$ cat config.mk
export PLATFORM = sky130hd
export DESIGN_NAME = regfile_hilo
export DESIGN_NICKNAME = d
export VERILOG_FILES = /design/src/rtl/regfile_hilo_pkg.sv /design/src/rtl/regfile_hilo_hilo_reg.sv /design/src/rtl/regfile_hilo.sv
export SDC_FILE = /design/constraint.sdc
export NUM_CORES = 2
export LEC_CHECK = 0
export CORE_MARGIN = 1.5
export CORE_UTILIZATION = 61
export DETAILED_ROUTE_END_ITERATION = 16
export PLACE_DENSITY = 0.8
export SLEW_MARGIN = 20
export SYNTH_ARGS = -nofsm -noshare
export SYNTH_HDL_FRONTEND = slang
export SYNTH_HIERARCHICAL = 1
export SYNTH_SLANG_ARGS = --single-unit
$ cat constraint.sdc
create_clock -name clk -period 5.1 [get_ports clk]
set_input_delay 1.53 -clock clk [delete_from_list [all_inputs] [get_ports clk]]
set_output_delay 1.53 -clock clk [all_outputs]
set_load 0.01 [all_outputs]
$ cat src/rtl/regfile_hilo_pkg.sv
// Shared layout of the writeback-to-register-file bus.
package regfile_hilo_pkg;

  localparam int unsigned WB_TO_RF_WD    = 38;
  localparam int unsigned WB_TO_RF_BUS_W = WB_TO_RF_WD + 64 + 1;

  localparam int unsigned INST_DIV_BIT = 102;
  localparam int unsigned DIV_HI_MSB   = 101;
  localparam int unsigned DIV_LO_MSB   = 69;
  localparam int unsigned RF_WE_BIT    = 37;
  localparam int unsigned RF_WADDR_MSB = 36;

  localparam logic [4:0] REG_ZERO = 5'd0;

endpackage

$ cat src/rtl/regfile_hilo_hilo_reg.sv
// HI/LO register pair written on divide commit.
// RF_WB_BYPASS_EN makes the read outputs show the incoming divide result in the same cycle.
module hilo_reg #(
  parameter int unsigned DATA_W = 32
) (
  input  logic              clk,
  input  logic              rst,
  input  logic              i_inst_div,
  input  logic [DATA_W-1:0] i_div_hi,
  input  logic [DATA_W-1:0] i_div_lo,
  output logic [DATA_W-1:0] o_hi,
  output logic [DATA_W-1:0] o_lo
);

  logic [DATA_W-1:0] r_hi;
  logic [DATA_W-1:0] r_lo;

  always_ff @(posedge clk) begin
    if (rst) begin
      r_hi <= '0;
      r_lo <= '0;
    end else if (i_inst_div) begin
      r_hi <= i_div_hi;
      r_lo <= i_div_lo;
    end
  end

`ifdef RF_WB_BYPASS_EN
  always_comb begin
    o_hi = r_hi;
    o_lo = r_lo;
    if (i_inst_div) begin
      o_hi = i_div_hi;
      o_lo = i_div_lo;
    end
  end
`else
  always_comb begin
    o_hi = r_hi;
    o_lo = r_lo;
  end
`endif

endmodule

$ cat src/rtl/regfile_hilo.sv
// GPR file (r0 reads zero) and HI/LO pair committed from the WB bus.
// RF_WB_BYPASS_EN turns the read ports into write-through ports.
module regfile_hilo
  import regfile_hilo_pkg::*;
#(
  parameter int unsigned DATA_W = 32,
  parameter int unsigned ADDR_W = 5,
  parameter int unsigned NREG   = 32
) (
  input  logic                      clk,
  input  logic                      rst,
  input  logic [WB_TO_RF_BUS_W-1:0] wb_to_rf_bus,
  input  logic [ADDR_W-1:0]         raddr1,
  output logic [DATA_W-1:0]         rdata1,
  input  logic [ADDR_W-1:0]         raddr2,
  output logic [DATA_W-1:0]         rdata2,
  output logic [DATA_W-1:0]         hi_rdata,
  output logic [DATA_W-1:0]         lo_rdata,
  output logic [31:0]               wr_count
);

  logic              w_inst_div;
  logic [DATA_W-1:0] w_div_hi;
  logic [DATA_W-1:0] w_div_lo;
  logic              w_rf_we;
  logic [ADDR_W-1:0] w_rf_waddr;
  logic [DATA_W-1:0] w_rf_wdata;
  logic              w_gpr_wr;

  assign w_inst_div = wb_to_rf_bus[INST_DIV_BIT];
  assign w_div_hi   = wb_to_rf_bus[DIV_HI_MSB -: DATA_W];
  assign w_div_lo   = wb_to_rf_bus[DIV_LO_MSB -: DATA_W];
  assign w_rf_we    = wb_to_rf_bus[RF_WE_BIT];
  assign w_rf_waddr = wb_to_rf_bus[RF_WADDR_MSB -: ADDR_W];
  assign w_rf_wdata = wb_to_rf_bus[DATA_W-1:0];

  // Writes to r0 are discarded and not counted.
  assign w_gpr_wr = w_rf_we && (w_rf_waddr != REG_ZERO);

  logic [DATA_W-1:0] r_regs [NREG];
  logic [31:0]       r_wr_count;

  always_ff @(posedge clk) begin
    if (rst) begin
      for (int i = 0; i < NREG; i++) begin
        r_regs[i] <= '0;
      end
      r_wr_count <= '0;
    end else if (w_gpr_wr) begin
      r_regs[w_rf_waddr] <= w_rf_wdata;
      r_wr_count         <= r_wr_count + 32'd1;
    end
  end

  assign wr_count = r_wr_count;

  always_comb begin
    rdata1 = (raddr1 == REG_ZERO) ? '0 : r_regs[raddr1];
    rdata2 = (raddr2 == REG_ZERO) ? '0 : r_regs[raddr2];
`ifdef RF_WB_BYPASS_EN
    if (w_gpr_wr && (w_rf_waddr == raddr1)) begin
      rdata1 = w_rf_wdata;
    end
    if (w_gpr_wr && (w_rf_waddr == raddr2)) begin
      rdata2 = w_rf_wdata;
    end
`endif
  end

  hilo_reg #(
    .DATA_W (DATA_W)
  ) u_hilo_reg (
    .clk        (clk),
    .rst        (rst),
    .i_inst_div (w_inst_div),
    .i_div_hi   (w_div_hi),
    .i_div_lo   (w_div_lo),
    .o_hi       (hi_rdata),
    .o_lo       (lo_rdata)
  );

endmodule
==> flow_summary.ini <==
[outcome]
status = finished, violations left
violations = negative setup slack

[place]
dpl.cell_count = 5530
gp_congestion = 0.911
dpl_cell_area_um2 = 65900
detailedPlace.worstSlack_ns = -0.797
port_buffers = 274
hpwlAfterDp_mm = 116

[power_and_ir_drop]
swShare = 0.246
combinationalPowerShare = 0.149
power_density_nw_per_um2 = 320
internal_power_mw = 17.4
p_clk_frac = 0.383
seqPwrFrac = 0.468
p_leak_nw = 25.8
irDropWorstVdd_mv = 0.298
p_switching_mw = 5.66

[cts]
root_buffer = clkbuf_16
worstSkewPairLatency_ns = 0.72
clk_path_buf_depth = 3
cts_made_buffers = 117
cts.sinks = 1120
cts.reportedPaths.clkPinSlew_ns = 0.06
h-tree-depth = 3
cts_tree = built

[routing]
wl_met2_mm = 86.7
dr_wl_met3_mm = 25.8
wl_per_cell_um = 32.1
drt_iter0_drc = 5731
drc = 0
dr.pass1.iters = 6
m1WireLength_mm = 61.6
viasPerCell = 6.88
wl_mm = 187
num_vias = 40100
ant_nets = 0
top_layer_used = met5

[logic_synthesis]
synthTopCellsByArea = edfxtp_1 53%, mux4_2 20%, and2_1 11%
yosys.area_share.xor_xnor = 0.00315
yosysSeqAreaShare = 0.560
synth_compound_area_frac = 0.0302
synth_simple_gate_area_share = 0.133
yosysWarningCount = 6
synth_top_family_by_area = multiplexers
synth.area.mux_share = 0.241
synth-seq-cells = 1120
synth_cells = 3891
syn_area_um2 = 58400
synth_area_per_cell_um2 = 15.0
yosysTopAreaCellShare = 0.527
synthAdderAreaFrac = 0.000214
synth.distinct_cells = 51
synth_top_cell_by_area = edfxtp_1

[run]
maxCapViolCount = 0

[timing]
fin_crit_sh = 1.01
worst_pin_slew_ns = 1.15
hold_viol_final = 0
drv_slew = 0
skew_ns = 0.0179
rsz0062_at_grt = true
fmax_ghz = 0.195
tns_ns = -0.0503
relSlewSlack = 0.233
min_period_ns = 5.13
setup_viol = 5
fin_ws_ns = -0.0330

[worst_setup_path]
reg2reg_from = wr_count[4]
path_depth = 7
cp.buffers_inverters = 3
cp-start-kind = primary input
cp_data_required_time_ns = 3.57
cp_slowest_cell = mux4_2
cp-endpoint = rdata2[6]
cp_top_family = buffers and inverters
max_stage_delay_ns = 0.51
ff2ff_setup_slack_ns = 3.02
reg2reg_to = wr_count[25]
critPathArrivalTime_ns = 3.60
worstSetupStartpoint = raddr2[1]
r2r_cells = 5
crit_fanout = 16
crit_type = in2out
cp-end-kind = primary output
crit_chain = buf_16 -> bufbuf_16 -> mux4_2 -> mux2_2 -> a21oi_2 -> a2111oi_4 -> dlygate4sd2_1

[finish]
final_cells = 5837
fin_util = 0.758
fin_area_um2 = 71900
drive_gt1_frac = 0.350
syn2layout_area_growth_pct = 23.2
final_cell_mix = 1024 x edfxtp_1, 994 x and2_1, 512 x mux4_2
nNetsFinal = 4588
fillers = 5330
final_common_cell = edfxtp_1

[floorplanning]
initial_utilization = 0.615
io_pins = 275
die_w_um = 312
num_rows = 113
die_h_um = 312
core_area_um2 = 94900
dieArea_um2 = 97500

[global_route]
grt_pass1_wl_mm = 269
antenna_found_initial = 7
grt_pass1_vias = 40500
grt_max_degree = 104
grt.total_usage = 0.382
globalRoute.totalOverflow = 0

[hold_path]
holdPathStages = 2
min_path_type = reg2reg
-- synth_stat cells (all sizes together) --
library cell / instances
dfxtp: 96
inv: 7
or2: 34
or4: 1
o211ai: 1
a21oi: 76
edfxtp: 1024
and2: 994
nor2b: 24
a221oi: 23
and4: 5
mux2i: 152
mux4: 512
xnor2: 19
nand2: 58
xor2: 2
nor3: 17
conb: 1
nand3b: 5
o21ai: 51
a21o: 7
nor2: 132
nor4: 9
and3: 2
nand2b: 3
o2111ai: 1
a2111oi: 17
ha: 1
nand3: 12
a211oi: 17
a22oi: 48
or3: 12
nand4: 4
mux2: 88
clkbuf: 268
buf: 137
a31oi: 31
-- through the flow --
stage	hold slack [ns]	power, mW
after floorplan	0.502	12.5
after global placement	0.471	13.9
after detailed placement	0.481	14.0
after CTS	0.496	22.8
after global routing	0.509	23.5
final	0.493	23.0
-- metal layers --
| layer | global-route usage | up-vias |
|---|---|---|
| li1 | - | 16000 |
| met5 | 0 | - |
| met4 | 0.231 | 6 |
| met2 | 0.591 | 3452 |
| met1 | 0.486 | 20000 |
| met3 | 0.102 | 749 |
-- how the worst min path moves through the flow --
stage | to | slack (ns) | from
3_5_place_dp | u_hilo_reg/o_lo[30] | 0.48 | u_hilo_reg/o_lo[30]
3_3_place_gp | u_hilo_reg/o_hi[28] | 0.47 | u_hilo_reg/o_hi[28]
4_1_cts | wr_count[31] | 0.50 | wr_count[31]
2_1_floorplan | wr_count[31] | 0.50 | wr_count[31]
6_report | u_hilo_reg/o_lo[26] | 0.49 | u_hilo_reg/o_lo[26]
5_1_grt | u_hilo_reg/o_hi[20] | 0.51 | u_hilo_reg/o_hi[20]
-- tightest hold or removal path, stage by stage, from the launching register on --
cell,delay [ns]
dfxtp_1,0.33
mux2i_1,0.06
nor2_1,0.07
-- layout make-up --
class,count,area (um^2),share of cell area
diodes,7,17.5,0.000244
clock buffers,144,3140,0.0437
repair buffers,836,8780,0.122
flip-flops and latches,1120,32700,0.454
inverters,7,26.3,0.000365
clock inverters,68,761,0.0106
multi-input cells,2390,24900,0.347
well taps,1265,1580,0.0220
-- kinds of logic (layout without fill, tap and decap cells) --
logic type | Yosys count | after routing
buf+inv | 412 | 1055
mux | 752 | 752
simple gates | 1312 | 1312
other cells | 1 | 39
flops | 1120 | 1120
fa+ha+maj | 1 | 1
xor+xnor | 21 | 21
compound gates | 272 | 272
-- repair_timing --
item | 4_1_cts | 5_1_grt
hold buffers | 0 | 0
pin swaps | 16 | 17
setup endpoints to repair | 64 | 48
resized for setup | 267 | 125
buffers inserted | 39 | 39
cloned | 11 | 1
-- power by group through the flow --
stage               Combinational, mW  Sequential (mW)  Clock, mW
floorplan                        1.65             10.8          0
global placement                 3.05             10.9          0
detailed placement               3.09             10.9          0
CTS                              3.27             10.8       8.82
global route                     3.52             10.8       9.17
finish                           3.42             10.8       8.82
-- registers in the layout, indices dropped and copies added, names as in the netlist --
signal           cells
u_hilo_reg/o_lo     32
wr_count            32
u_hilo_reg/o_hi     32
r_regs            1024
Note: power is estimated with default switching activity, not from simulation.
